--- src/rtl/cache_axi_pkg.sv ---
// cache_axi_pkg: shared arbiter state type and round-robin pointer helper for the cache/AXI path
package cache_axi_pkg;
  typedef enum logic {ARB_IDLE, ARB_LOCKED} arb_state_e;
  function automatic int rr_next(input int ptr, input int n);
    return (ptr == n - 1) ? 0 : ptr + 1;
  endfunction
endpackage

--- src/rtl/rr_pick.sv ---
// rr_pick: combinational rotate-priority encoder, first set req at or above ptr with wrap-around
module rr_pick #(
  parameter int N = 2,
  localparam int IDXW = $clog2(N)
) (
  input  logic [N-1:0]    req,
  input  logic [IDXW-1:0] ptr,
  output logic            found,
  output logic [IDXW-1:0] idx
);
  logic [N-1:0] rot;
  logic [IDXW:0] sum;
  assign rot = N'({req, req} >> ptr);
  always_comb begin
    found = |rot;
    sum = '0;
    for (int k = N - 1; k >= 0; k--) if (rot[k]) sum = {1'b0, ptr} + (IDXW + 1)'(k);
    idx = (sum >= (IDXW + 1)'(N)) ? IDXW'(sum - (IDXW + 1)'(N)) : IDXW'(sum);
  end
endmodule

--- src/rtl/rr_arb_mux.sv ---
// rr_arb_mux: N-channel round-robin packet-locking mux with a registered output stage
module rr_arb_mux #(
  parameter int N = 2,
  parameter int WIDTH = 32,
  localparam int IDXW = $clog2(N)
) (
  input  logic              clk,
  input  logic              resetn,
  input  logic [N-1:0]      in_valid,
  output logic [N-1:0]      in_ready,
  input  logic [N*WIDTH-1:0] in_data,
  input  logic [N-1:0]      in_last,
  output logic              out_valid,
  input  logic              out_ready,
  output logic [WIDTH-1:0]  out_data,
  output logic              out_last,
  output logic [IDXW-1:0]   out_sel
);
  import cache_axi_pkg::*;
  arb_state_e state_q, state_d;
  logic [IDXW-1:0] ptr_q, gnt_q, pick, g;
  logic found, can_take, accept;
  rr_pick #(.N(N)) u_pick (.req(in_valid), .ptr(ptr_q), .found(found), .idx(pick));
  assign can_take = !out_valid || out_ready;
  assign g = (state_q == ARB_LOCKED) ? gnt_q : pick;
  // while locked the owner sees ready even if it has a bubble, so nobody else can sneak in
  assign in_ready = (resetn && can_take && (state_q == ARB_LOCKED || (found && in_valid[g]))) ? N'(1) << g : '0;
  assign accept = in_valid[g] && in_ready[g];
  always_comb begin
    state_d = state_q;
    if (accept) state_d = in_last[g] ? ARB_IDLE : ARB_LOCKED;
  end
  always_ff @(posedge clk or negedge resetn) begin
    if (!resetn) begin
      state_q <= ARB_IDLE;
      ptr_q <= '0;
      gnt_q <= '0;
      out_valid <= 1'b0;
      out_data <= '0;
      out_last <= 1'b0;
      out_sel <= '0;
    end else begin
      state_q <= state_d;
      if (accept) begin
        out_valid <= 1'b1;
        out_data <= in_data[int'(g)*WIDTH +: WIDTH];
        out_last <= in_last[g];
        out_sel <= g;
        if (!in_last[g]) gnt_q <= g;
        if (in_last[g]) ptr_q <= IDXW'(rr_next(int'(g), N));
      end else if (can_take) begin
        out_valid <= 1'b0;
      end
    end
  end
endmodule

--- config.mk ---
export PLATFORM = sky130hd
export DESIGN_NAME = rr_arb_mux
export DESIGN_NICKNAME = d
export VERILOG_FILES = /design/src/rtl/cache_axi_pkg.sv /design/src/rtl/rr_pick.sv /design/src/rtl/rr_arb_mux.sv
export SDC_FILE = /design/constraint.sdc
export NUM_CORES = 1
export LEC_CHECK = 0
export BUFFER_PORTS_ARGS = -buffer_cell sky130_fd_sc_hd__buf_2
export CORE_MARGIN = 4
export CORE_UTILIZATION = 30
export DETAILED_ROUTE_END_ITERATION = 10
export PLACE_DENSITY_LB_ADDON = 0.2
export SLEW_MARGIN = 10
export SYNTH_ARGS = -nofsm -noshare
export SYNTH_HDL_FRONTEND = slang
export SYNTH_SLANG_ARGS = --single-unit
--- constraint.sdc ---
create_clock -name clk -period 1.6 [get_ports clk]
set_input_delay 0.16 -clock clk [delete_from_list [all_inputs] [get_ports clk]]
set_output_delay 0.16 -clock clk [all_outputs]
set_load 0.1 [all_outputs]
Word level (Yosys, flattened, before mapping) --
Cells that the tools add are included.
Storage, ports and cells: register bits 38, bits of input ports 71, output and inout port bits 37, word-level logic and storage cells 42
Operators by class: $add $sub $neg 3, $lt $le $gt $ge 2, shift operators 3, multiplexer cells 15, bitwise operators 1, reduce and logical (&&, ||, !) cells 11
Operators by type and width (count):
- indexed part select 64 x 7 -> 32 bit | 1
- 2-to-1 mux 1 bit | 12
- 2-to-1 mux 2 bit | 3
- logical AND 1 bit | 4
- AND reduction 2 bit | 2
- >> shifter 4 x 1 -> 2 bit | 1
- adder 1 x 1 -> 2 bit, second input constant | 1
- >= comparator 2 bit, second input constant | 1
- logical OR 1 bit | 2
- < comparator 1 x 2 -> 1 bit, second input constant | 1
- nonzero test 2 bit | 1
- OR reduction 2 bit | 1
- left shift 1 x 1 -> 2 bit, first input constant | 1
- adder 1 bit, second input constant | 1
- zero test 1 bit | 1
- inverter 1 bit | 1
- subtractor 1 bit, second input constant | 1

Logic depth before layout (Yosys ltp) --
Gate-level depths: netlist (run 1).
word-level depth 16, depth in mapped cells 6, gate-level depth less buffers 4

Hierarchy --
From an unflattened synthesis (run 1), not the netlist that was laid out.
Second synthesis, totals: cell total of the unflattened synthesis 206, area, all modules 2117.0 sq um
Modules (own cells, without submodules):
- rr_arb_mux | times used 1, cells each 203, area an instance 2099.5 sq um, sequential area each 950.9 sq um
- rr_pick | times used 1, cells each 3, area an instance 17.5 sq um, sequential area each 0.0 sq um

Least setup slack after synthesis (run 1) --
No wires, ideal clock.
path kind reg2out, start point register out_valid, end point output in_ready[0], arrival 3.168 ns, data required time 1.440 ns, slack -1.728 ns, cell stages (with the launch flop) 4, path buffers 0, path through dfrtp_1 -> nand2b_1 -> nand2_1 -> nor3_1
Between the ends: cells in the longest elaborated chain, start to end 5
RTL lines:
- start: declaration | RTL line rr_arb_mux.sv:13 | output logic out_valid,
- start signal: assignment | RTL line rr_arb_mux.sv:38 | out_valid <= 1'b0;
- start signal: assignment | RTL line rr_arb_mux.sv:45 | out_valid <= 1'b1;
- start signal: assignment | RTL line rr_arb_mux.sv:52 | out_valid <= 1'b0;
- zero test 1 bit | RTL line rr_arb_mux.sv:24 | assign can_take = !out_valid || out_ready;
- logical OR 1 bit | RTL line rr_arb_mux.sv:24
- logical AND 1 bit (2 in a row) | RTL line rr_arb_mux.sv:27 | assign in_ready = (resetn && can_take && (state_q == ARB_LOCKED || (found && in_valid[g]))) ? N'(1) << g : '0;
- 2-to-1 mux 2 bit | RTL line rr_arb_mux.sv:27
- end: declaration | RTL line rr_arb_mux.sv:10 | output logic [N-1:0] in_ready,
No other way between the ends.

Worst setup path in the final report (run 1) --
start point register state_q, end point register out_data[1]
Between the ends: cells in the longest elaborated chain, start to end 10, elaborated cells on any way between the ends 12, those cells by class shift (2); mux (6); reduce/logical (4)
RTL lines:
- start: declaration | RTL line rr_arb_mux.sv:20 | arb_state_e state_q, state_d;
- start signal: assignment | RTL line rr_arb_mux.sv:43 | state_q <= state_d;
- 2-to-1 mux 1 bit | RTL line rr_arb_mux.sv:25 | assign g = (state_q == ARB_LOCKED) ? gnt_q : pick;
- 2-to-1 mux 1 bit (implied by the code) (2 in a row) | RTL line rr_arb_mux.sv:27, rr_arb_mux.sv:28
- logical AND 1 bit | RTL line rr_arb_mux.sv:27
- logical OR 1 bit | RTL line rr_arb_mux.sv:27
- logical AND 1 bit | RTL line rr_arb_mux.sv:27
- 2-to-1 mux 2 bit | RTL line rr_arb_mux.sv:27
- 2-to-1 mux 1 bit (implied by the code) (2 in a row) | RTL line rr_arb_mux.sv:28 | assign accept = in_valid[g] && in_ready[g];
- logical AND 1 bit | RTL line rr_arb_mux.sv:28
- end signal: assignment | RTL line rr_arb_mux.sv:46 | out_data <= in_data[int'(g)*WIDTH +: WIDTH];
- end: declaration | RTL line rr_arb_mux.sv:15 | output logic [WIDTH-1:0] out_data,
Parallel ways exist; a longest one is shown, timed or not. The select of a mux whose other input is x is not followed. A chain may end at the register's enable or synchronous reset.

==> impl_metrics.yaml, run 1 <==
status:
  run_status: "finished, violations left"
  violations: "negative setup slack"
clocking:
  insertion_delay_ns: 0.29
  cts_buffers: 5
  clkTransAtPathRegs_ns: 0.08
  htree_levels: 2
  root_buffer: "clkbuf_8"
  clock_path_buffers: 2
  cts_tree: "done"
  cts_hold_repair.buffers: 0
  cts_sinks: 38
sta:
  max_freq_mhz: 612
  period_share_pct: 102
  finalSetupTns_ns: -0.215
  final-hold-violation-count: 0
  slew_headroom_pct: 66.7
  finalSetupViolCount: 10
  postLayoutSetupSlackWorst_ns: -0.0327
  slew_viol_final: 0
  period_needed_ns: 1.63
  finalClockSkew_ns: 0.00545
  rsz0062_at_grt: "yes"
  tightest_slew_ns: 0.503
global_routing:
  antenna_found_initial: 0
  track_usage_pct: 13.6
  grt_pass1_vias: 1728
  grt_pass1_wl_mm: 7.92
  grt_max_degree: 42
  gr-total-overflow: 0
worst_hold_path:
  hold_path.class: "in -> async"
worst_setup_path:
  crit_path_end_kind: "register"
  path_cells: "buf_6 -> a2111oi_4 -> buf_4 -> buf_12 -> buf_12 -> nor2_2 -> a21oi_2"
  cpMostUsedCell: "buf_12"
  cp-start-kind: "register"
  worstSetupPathType: "reg -> reg"
  crit_family: "buffers and inverters"
  cp_num_buf_inv: 4
  crit_required_ns: 1.82
  arrival_ns: 1.85
  cpPeakStageDelay_ns: 0.47
  critPathSlowestCell: "dfrtp_2"
  crit_fanout: 7
synth:
  syn_area_um2: 1830
  synth.avg_cell_area_um2: 10.3
  ys_top_cells_by_count: "38 x dfrtp_1, 36 x nor2_1, 33 x a21oi_1, 33 x mux2i_1, 6 x buf_2"
  synthTopCellsByArea: "dfrtp_1 52%, mux2i_1 18%, a21oi_1 9.0%"
  synthCells: 177
  synth_edf_count: 0
  synth_area_leader_cell: "dfrtp_1"
  ys_seq_area_share_pct: 51.9
  ys_types: 23
  synthArstFlopShare_pct: 100
  ys_warn_count: 0
  ys_seq_elements: 38
  yosysMostFrequentCell: "dfrtp_1"
  syn_nets: 248
  synthFlopType: "dfrtp_1"
  synth_top_cell_area_share_pct: 51.9
layout:
  final_core_util_pct: 49.1
  n_antenna_cell: 0
  layout-drive-gt1-share_pct: 55.0
  area_growth_pct: 58.8
  fin_nets: 372
  fin_area_um2: 2910
drt:
  vias: 1729
  first_pass_iters: 4
  wl_mm: 5.26
  drt-initial-drc-count: 43
  antenna_left: 0
  post_drt_wl_per_cell_um: 13.9
  vias_per_cell: 4.59
  drc: 0
flow_run:
  cap_viol_max_count: 0
floorplanning:
  dieArea_um2: 7420
  die_w_um: 86.1
  core_um2: 5920
  io_pins: 108
  row_count: 28
  start_util_pct: 30.9
  die_h_um: 86.1
placed_design:
  portBuffers: 107
  placed_area_um2: 2550
  dp_slack_ns: -0.00903
  dpl.hpwl_mm: 3.73
  place.gp.congestion: 0.719
-- layout by cell type (no fill, tap or decap), drive strengths merged --
master	synthesis	final
buf	10	126
dfrtp	38	38
nor2	36	36
mux2i	33	33
a21oi	33	33
clkbuf	1	8
inv	4	4
nand2b	4	4
nor2b	3	3
nand2	3	3
a22o	2	2
nor3	1	1
a2111oi	1	1
a221o	1	1
o2111ai	1	1
a21o	1	1
o22ai	1	1
o21ai	1	1
a22oi	1	1
o21a	1	1
a31o	1	1
clkinv	0	1
clkinvlp	0	1
-- path summary, 6_finish.rpt --
path | from | endpoint | slack, ns | cells after the start
min in group clk | in_data[12] | out_data[12]$_DFFE_PN0P_ | 0.17 | 3
worst max register to register | state_q$_DFFE_PN0P_ | out_data[1]$_DFFE_PN0P_ | -0.03 | 7
max in group asynchronous | resetn | out_valid$_DFFE_PN0P_ | 1.21 | 2
worst min-delay path | resetn | out_data[14]$_DFFE_PN0P_ | 0.02 | 2
worst max-delay path | state_q$_DFFE_PN0P_ | out_data[1]$_DFFE_PN0P_ | -0.03 | 7
worst min register to register | out_sel$_DFFE_PN0P_ | out_sel$_DFFE_PN0P_ | 0.50 | 1
-- worst register-to-register path, delay by kind of cell (launching register included) --
kind                   cells  cell delay [ns]
AND/OR/NAND/NOR            1             0.04
flip-flops                 1             0.47
AO/OA/AOI/OAI              2             0.47
buffers and inverters      4             0.59
-- metrics by stage --
step / hold slack (ns) / std cells
6_report: 0.0238 / 377
5_1_grt: 0.0583 / 377
4_1_cts: 0.0328 / 368
3_5_place_dp: 0.331 / 355
3_3_place_gp: 0.332 / 355
2_1_floorplan: -0.136 / 177
-- flip-flops by register name, summed over array words and instances (netlist names) --
register   cells
out_last       1
gnt_q          1
out_data      32
ptr_q          1
out_sel        1
out_valid      1
state_q        1
-- kinds of logic (layout without fill, tap and decap cells) --
logic type	Yosys count	in the layout	synth area share [%]
AO/OA/AOI/OAI	44	44	14.8
buffers and inverters	15	140	4.51
flip-flops	38	38	51.9
multiplexers	33	33	18.0
AND/OR/NAND/NOR	47	47	10.7
-- metal layers --
metal,wire length (µm),track usage [%]
met1,2110,16.1
met2,2820,23.8
met3,261,3.27
met4,67,5.18
met5,0,0
-- cell type report --
class / count / area, µm²
clock inverter: 2 / 12.5
tap: 75 / 93.8
timing repair buffer: 128 / 828
clock buffer: 6 / 82.6
inverter: 4 / 15.0
fill: 572 / 3010
multi-input combinational: 124 / 918
sequential: 38 / 956
-- repair_timing --
| item | CTS | global route |
|---|---|---|
| gates cloned | 0 | 2 |
| endpoints found under the hold margin | 0 | 0 |
| gates resized for setup | 4 | 26 |
| pin swaps | 3 | 4 |
| setup buffers | 5 | 7 |
| endpoints found under the setup margin | 7 | 22 |
Power of run 1 is not shown: default switching activity piles up to over one toggle a cycle in this logic, so the estimate is an artifact.
==> inputs of run 2 (changes only) <==
clock period = 1.7 ns   (was 1.6 ns; I/O delays follow)
==> run 2 against run 1 <==
Global-route usage hardly changed; register-to-register slack better by 0.12 ns; design area is 4.3% lower; hold slack better by 0.16 ns; the flow now finishes without violations; clock-buffer cell count is 2 higher; critical path type is now reg -> out; die area stayed put; largest cell class unchanged; highest routed layer unchanged.
==> impl_metrics.yaml, run 2 (synthesized netlist as in run 1, its figures left out) <==
global_routing:
  grt_pass1_vias: 1655
  track_usage_pct: 13.7
  grt_max_degree: 35
  antenna_found_initial: 0
  gr-total-overflow: 0
  grt_pass1_wl_mm: 7.99
sta:
  postLayoutSetupSlackWorst_ns: 0.0702
  period_needed_ns: 1.63
  finalSetupViolCount: 0
  finalSetupTns_ns: 0
  finalClockSkew_ns: 0.00673
  final-hold-violation-count: 0
  slew_viol_final: 0
  period_share_pct: 95.9
  tightest_slew_ns: 0.747
  slew_headroom_pct: 50.0
  max_freq_mhz: 614
layout:
  layout-drive-gt1-share_pct: 47.2
  final_core_util_pct: 47.0
  fin_area_um2: 2780
  largest_register_ffs: 32
  area_growth_pct: 51.9
  final_cell_mix: "105 x buf_2, 35 x nor2_1, 35 x dfrtp_1, 33 x mux2i_1, 33 x a21oi_1"
  fin_nets: 369
  final_common_cell: "buf_2"
  n_antenna_cell: 0
  largest_register: "out_data"
clocking:
  insertion_delay_ns: 0.28
  cts_tree: "done"
  cts_sinks: 38
  clkTransAtPathRegs_ns: 0.07
  root_buffer: "clkbuf_8"
  clock_path_buffers: 2
  htree_levels: 2
  cts_buffers: 5
floorplanning:
  io_pins: 108
  die_w_um: 86.1
  start_util_pct: 30.9
  core_um2: 5920
  die_h_um: 86.1
  dieArea_um2: 7420
  row_count: 28
placed_design:
  dpl.hpwl_mm: 3.84
  placed_area_um2: 2570
  dp_slack_ns: 0.0732
  portBuffers: 107
  place.gp.congestion: 0.689
worst_setup_path:
  r2r_start: "state_q$_DFFE_PN0P_"
  cp-start-kind: "register"
  cp.depth: 4
  crit_family: "flip-flops"
  reg2reg_depth: 6
  cpPeakStageDelay_ns: 0.45
  cp_num_buf_inv: 1
  path_cells: "nor2b_2 -> a22o_4 -> nor2b_4 -> buf_12"
  critPathSlowestCell: "dfrtp_2"
  startpoint: "state_q$_DFFE_PN0P_"
  worstSetupPathType: "reg -> out"
  crit_required_ns: 1.53
  crit_fanout: 4
  arrival_ns: 1.46
  crit_path_end_kind: "primary output"
drt:
  antenna_left: 0
  drc: 0
  post_drt_wl_per_cell_um: 13.8
  wl_mm: 5.15
  vias_per_cell: 4.64
  first_pass_iters: 4
  drt-initial-drc-count: 60
  vias: 1737
worst_hold_path:
  hold_path.class: "in -> reg"
  hp-start: "in_data[8]"
  hold_depth: 3
status:
  run_status: "completed"
flow_run:
  cap_viol_max_count: 0
run 2: cell count changes in the layout (fill, tap and decap cells not counted), moves of 2 or more:
cell,delta
nor2_1,+7
a21oi_1,+7
nor2_2,-6
buf_4,-3
a21oi_2,-7
clkbuf_1,+3
dlygate4sd3_1,+2
run 2: repair_timing:
| item | 4_1_cts | 5_1_grt |
|---|---|---|
| setup buffers | 3 | 3 |
| endpoints found under the hold margin | 38 | 0 |
| hold buffers | 2 | 0 |
| gates resized for setup | 2 | 3 |
| pin swaps | 1 | 2 |
| setup endpoints to repair | 2 | 33 |
| cloned | 0 | 2 |
run 2: layer usage:
layer / track usage (%) / wire, µm
met1: 16.0 / 1980
met5: 0 / 0
met4: 3.88 / 44
met3: 4.32 / 368
met2: 23.9 / 2750
run 2: path summary, 6_finish.rpt:
kind                            slack, ns                       end
worst max-delay path                 0.07               in_ready[1]
worst min-delay path                 0.18   out_data[8]$_DFFE_PN0P_
worst max register to register       0.09  out_data[29]$_DFFE_PN0P_
worst min register to register       0.50      out_last$_DFFE_PN0P_
max in group asynchronous            0.51     out_valid$_DFFE_PN0P_
min in group asynchronous            0.48  out_data[11]$_DFFE_PN0P_
run 2: layout make-up:
type | count | area (µm²)
Tap cell | 75 | 93.8
Inverter | 4 | 15.0
Fill cell | 576 | 3140
Sequential cell | 38 | 957
Timing Repair Buffer | 125 | 795
Clock buffer | 8 | 80.1
Multi-Input combinational cell | 124 | 840
run 2: through the flow:
stage | cells | hold slack, ns
after CTS | 369 | 0.176
after global routing | 374 | 0.176
final | 374 | 0.179
after floorplan | 177 | -0.126
after detailed placement | 356 | 0.206
after global placement | 356 | 0.204
run 2: worst reg2reg max path, cell delays in order, from the launching register on:
cell       delay (ns)
dfrtp_2          0.45
buf_4            0.16
a2111oi_4        0.37
buf_6            0.21
buf_12           0.15
nor2_1           0.05
a21oi_1          0.14
Power of run 2 is left out for the same reason.
==> inputs of run 3 (changes only) <==
CORE_UTILIZATION = 37   (was 30)
==> run 3 against run 2 <==
Non-clock buffer count is 3 lower; maximum frequency is 1.6% lower; final cell count is 3.2% lower; critical path type is now reg -> reg; via count is 2.1% lower; largest cell class unchanged; global-route usage is 2.0 points higher; clock skew is 0.0041 ns lower; sequential share of layout area is 0.34 points higher; hold slack worse by 0.17 ns; first-iteration DRC count is 8.3% lower; worst setup slack worse by 0.026 ns; sequential cell count stayed put.
==> impl_metrics.yaml, run 3 (synthesized netlist as in run 1, its figures left out) <==
drt:
  vias: 1700
  post_drt_wl_per_cell_um: 14.3
  antenna_left: 0
  drt-initial-drc-count: 55
  wl_mm: 5.18
  drc: 0
  first_pass_iters: 4
  vias_per_cell: 4.70
worst_setup_path:
  critPathSlowestCell: "dfrtp_2"
  crit_family: "compound AO/OA/AOI/OAI gates"
  crit_required_ns: 1.88
  arrival_ns: 1.83
  worstSetupPathType: "reg -> reg"
  cp_num_buf_inv: 4
  cpMostUsedCell: "buf_6"
  cpPeakStageDelay_ns: 0.44
  cp-start-kind: "register"
  crit_fanout: 6
  path_cells: "buf_6 -> a2111oi_4 -> buf_6 -> buf_12 -> inv_2 -> a22o_1"
  crit_path_end_kind: "register"
clocking:
  clkTransAtPathRegs_ns: 0.07
  htree_levels: 2
  cts_buffers: 5
  cts_hold_repair.buffers: 0
  cts_sinks: 38
  cts_tree: "done"
  insertion_delay_ns: 0.29
  clock_path_buffers: 2
  root_buffer: "clkbuf_8"
global_routing:
  gr-total-overflow: 0
  track_usage_pct: 15.7
  antenna_found_initial: 0
  grt_max_degree: 42
  grt_pass1_wl_mm: 7.56
  grt_pass1_vias: 1644
sta:
  slew_viol_final: 0
  period_share_pct: 97.4
  rsz0062_at_grt: "yes"
  finalSetupViolCount: 0
  postLayoutSetupSlackWorst_ns: 0.0444
  finalClockSkew_ns: 0.00265
  period_needed_ns: 1.66
  tightest_slew_ns: 0.506
  slew_headroom_pct: 66.5
  max_freq_mhz: 604
  final-hold-violation-count: 0
floorplanning:
  die_w_um: 78.3
  io_pins: 108
  die_h_um: 78.3
  dieArea_um2: 6140
  start_util_pct: 38.5
  core_um2: 4750
  row_count: 25
placed_design:
  place.gp.congestion: 0.853
  portBuffers: 107
  dp_slack_ns: 0.0468
  dpl.hpwl_mm: 3.68
status:
  run_status: "completed"
layout:
  fin_nets: 366
  largest_register: "out_data"
  final_core_util_pct: 57.9
  layout-drive-gt1-share_pct: 47.1
  largest_register_ffs: 32
  final_common_cell: "buf_2"
  area_growth_pct: 50.4
  final_cell_mix: "105 x buf_2, 36 x nor2_1, 35 x dfrtp_1, 33 x mux2i_1, 33 x a21oi_1"
  n_antenna_cell: 0
worst_hold_path:
  hold_path.class: "in -> async"
flow_run:
  cap_viol_max_count: 0
[run 3: changes by cell type in the layout (fill, tap and decap cells not counted)]
cell / before / now
buf_6: 1 / 2
buf_12: 6 / 5
nor2_1: 35 / 36
clkbuf_1: 3 / 2
buf_8: 0 / 1
nor2_2: 1 / 0
dlygate4sd3_1: 2 / 0
buf_4: 9 / 6
clkbuf_16: 2 / 3
[run 3: repair_timing]
item                                    4_1_cts  5_1_grt
buffers inserted                              3        2
pin swaps                                     2        2
resized for setup                             2        7
gates cloned                                  0        4
endpoints found under the setup margin        2       19
[run 3: through the flow]
step / hold WS (ns) / TNS (ns) / cell area (µm²) / std cells
after floorplan: -0.126 / -0.300 / 1880 / 177
final: 0.00750 / 0 / 2750 / 362
after detailed placement: 0.341 / 0 / 2530 / 346
after global placement: 0.325 / 0 / 2530 / 346
after global routing: 0.0589 / -0.0460 / 2750 / 362
after CTS: 0.0249 / 0 / 2640 / 356
[run 3: layout make-up]
type,instances,area [µm²]
fill,445,2000
clock buffer,7,76.3
timing repair buffer,122,783
tap,67,83.8
inverter,4,15.0
sequential,38,957
multi-input combinational,124,837
[run 3: worst paths after layout]
kind / start / end / slack [ns] / cells after the start
min in group clk: in_data[3] / out_data[3]$_DFFE_PN0P_ / 0.18 / 3
max in group asynchronous: resetn / out_valid$_DFFE_PN0P_ / 1.32 / 2
setup / recovery: state_q$_DFFE_PN0P_ / out_sel$_DFFE_PN0P_ / 0.04 / 6
hold reg to reg: out_last$_DFFE_PN0P_ / out_last$_DFFE_PN0P_ / 0.50 / 2
hold / removal: resetn / out_data[17]$_DFFE_PN0P_ / 0.008 / 2
setup reg to reg: state_q$_DFFE_PN0P_ / out_sel$_DFFE_PN0P_ / 0.04 / 6
[run 3: metal layers]
metal  up-vias  routed length [µm]  global-route usage, %
met2        74                2520                   26.5
li1        846                   -                      -
met4         0                  59                   5.59
met3         6                 434                   5.28
met5         -                   0                      0
met1       774                2170                   18.7
[run 3: worst register-to-register path, delay by kind of cell, from the launching register on]
kind,cells,cell delay (ns)
compound gates,2,0.60
buf+inv,4,0.51
flops,1,0.44
Power of run 3 is left out for the same reason.
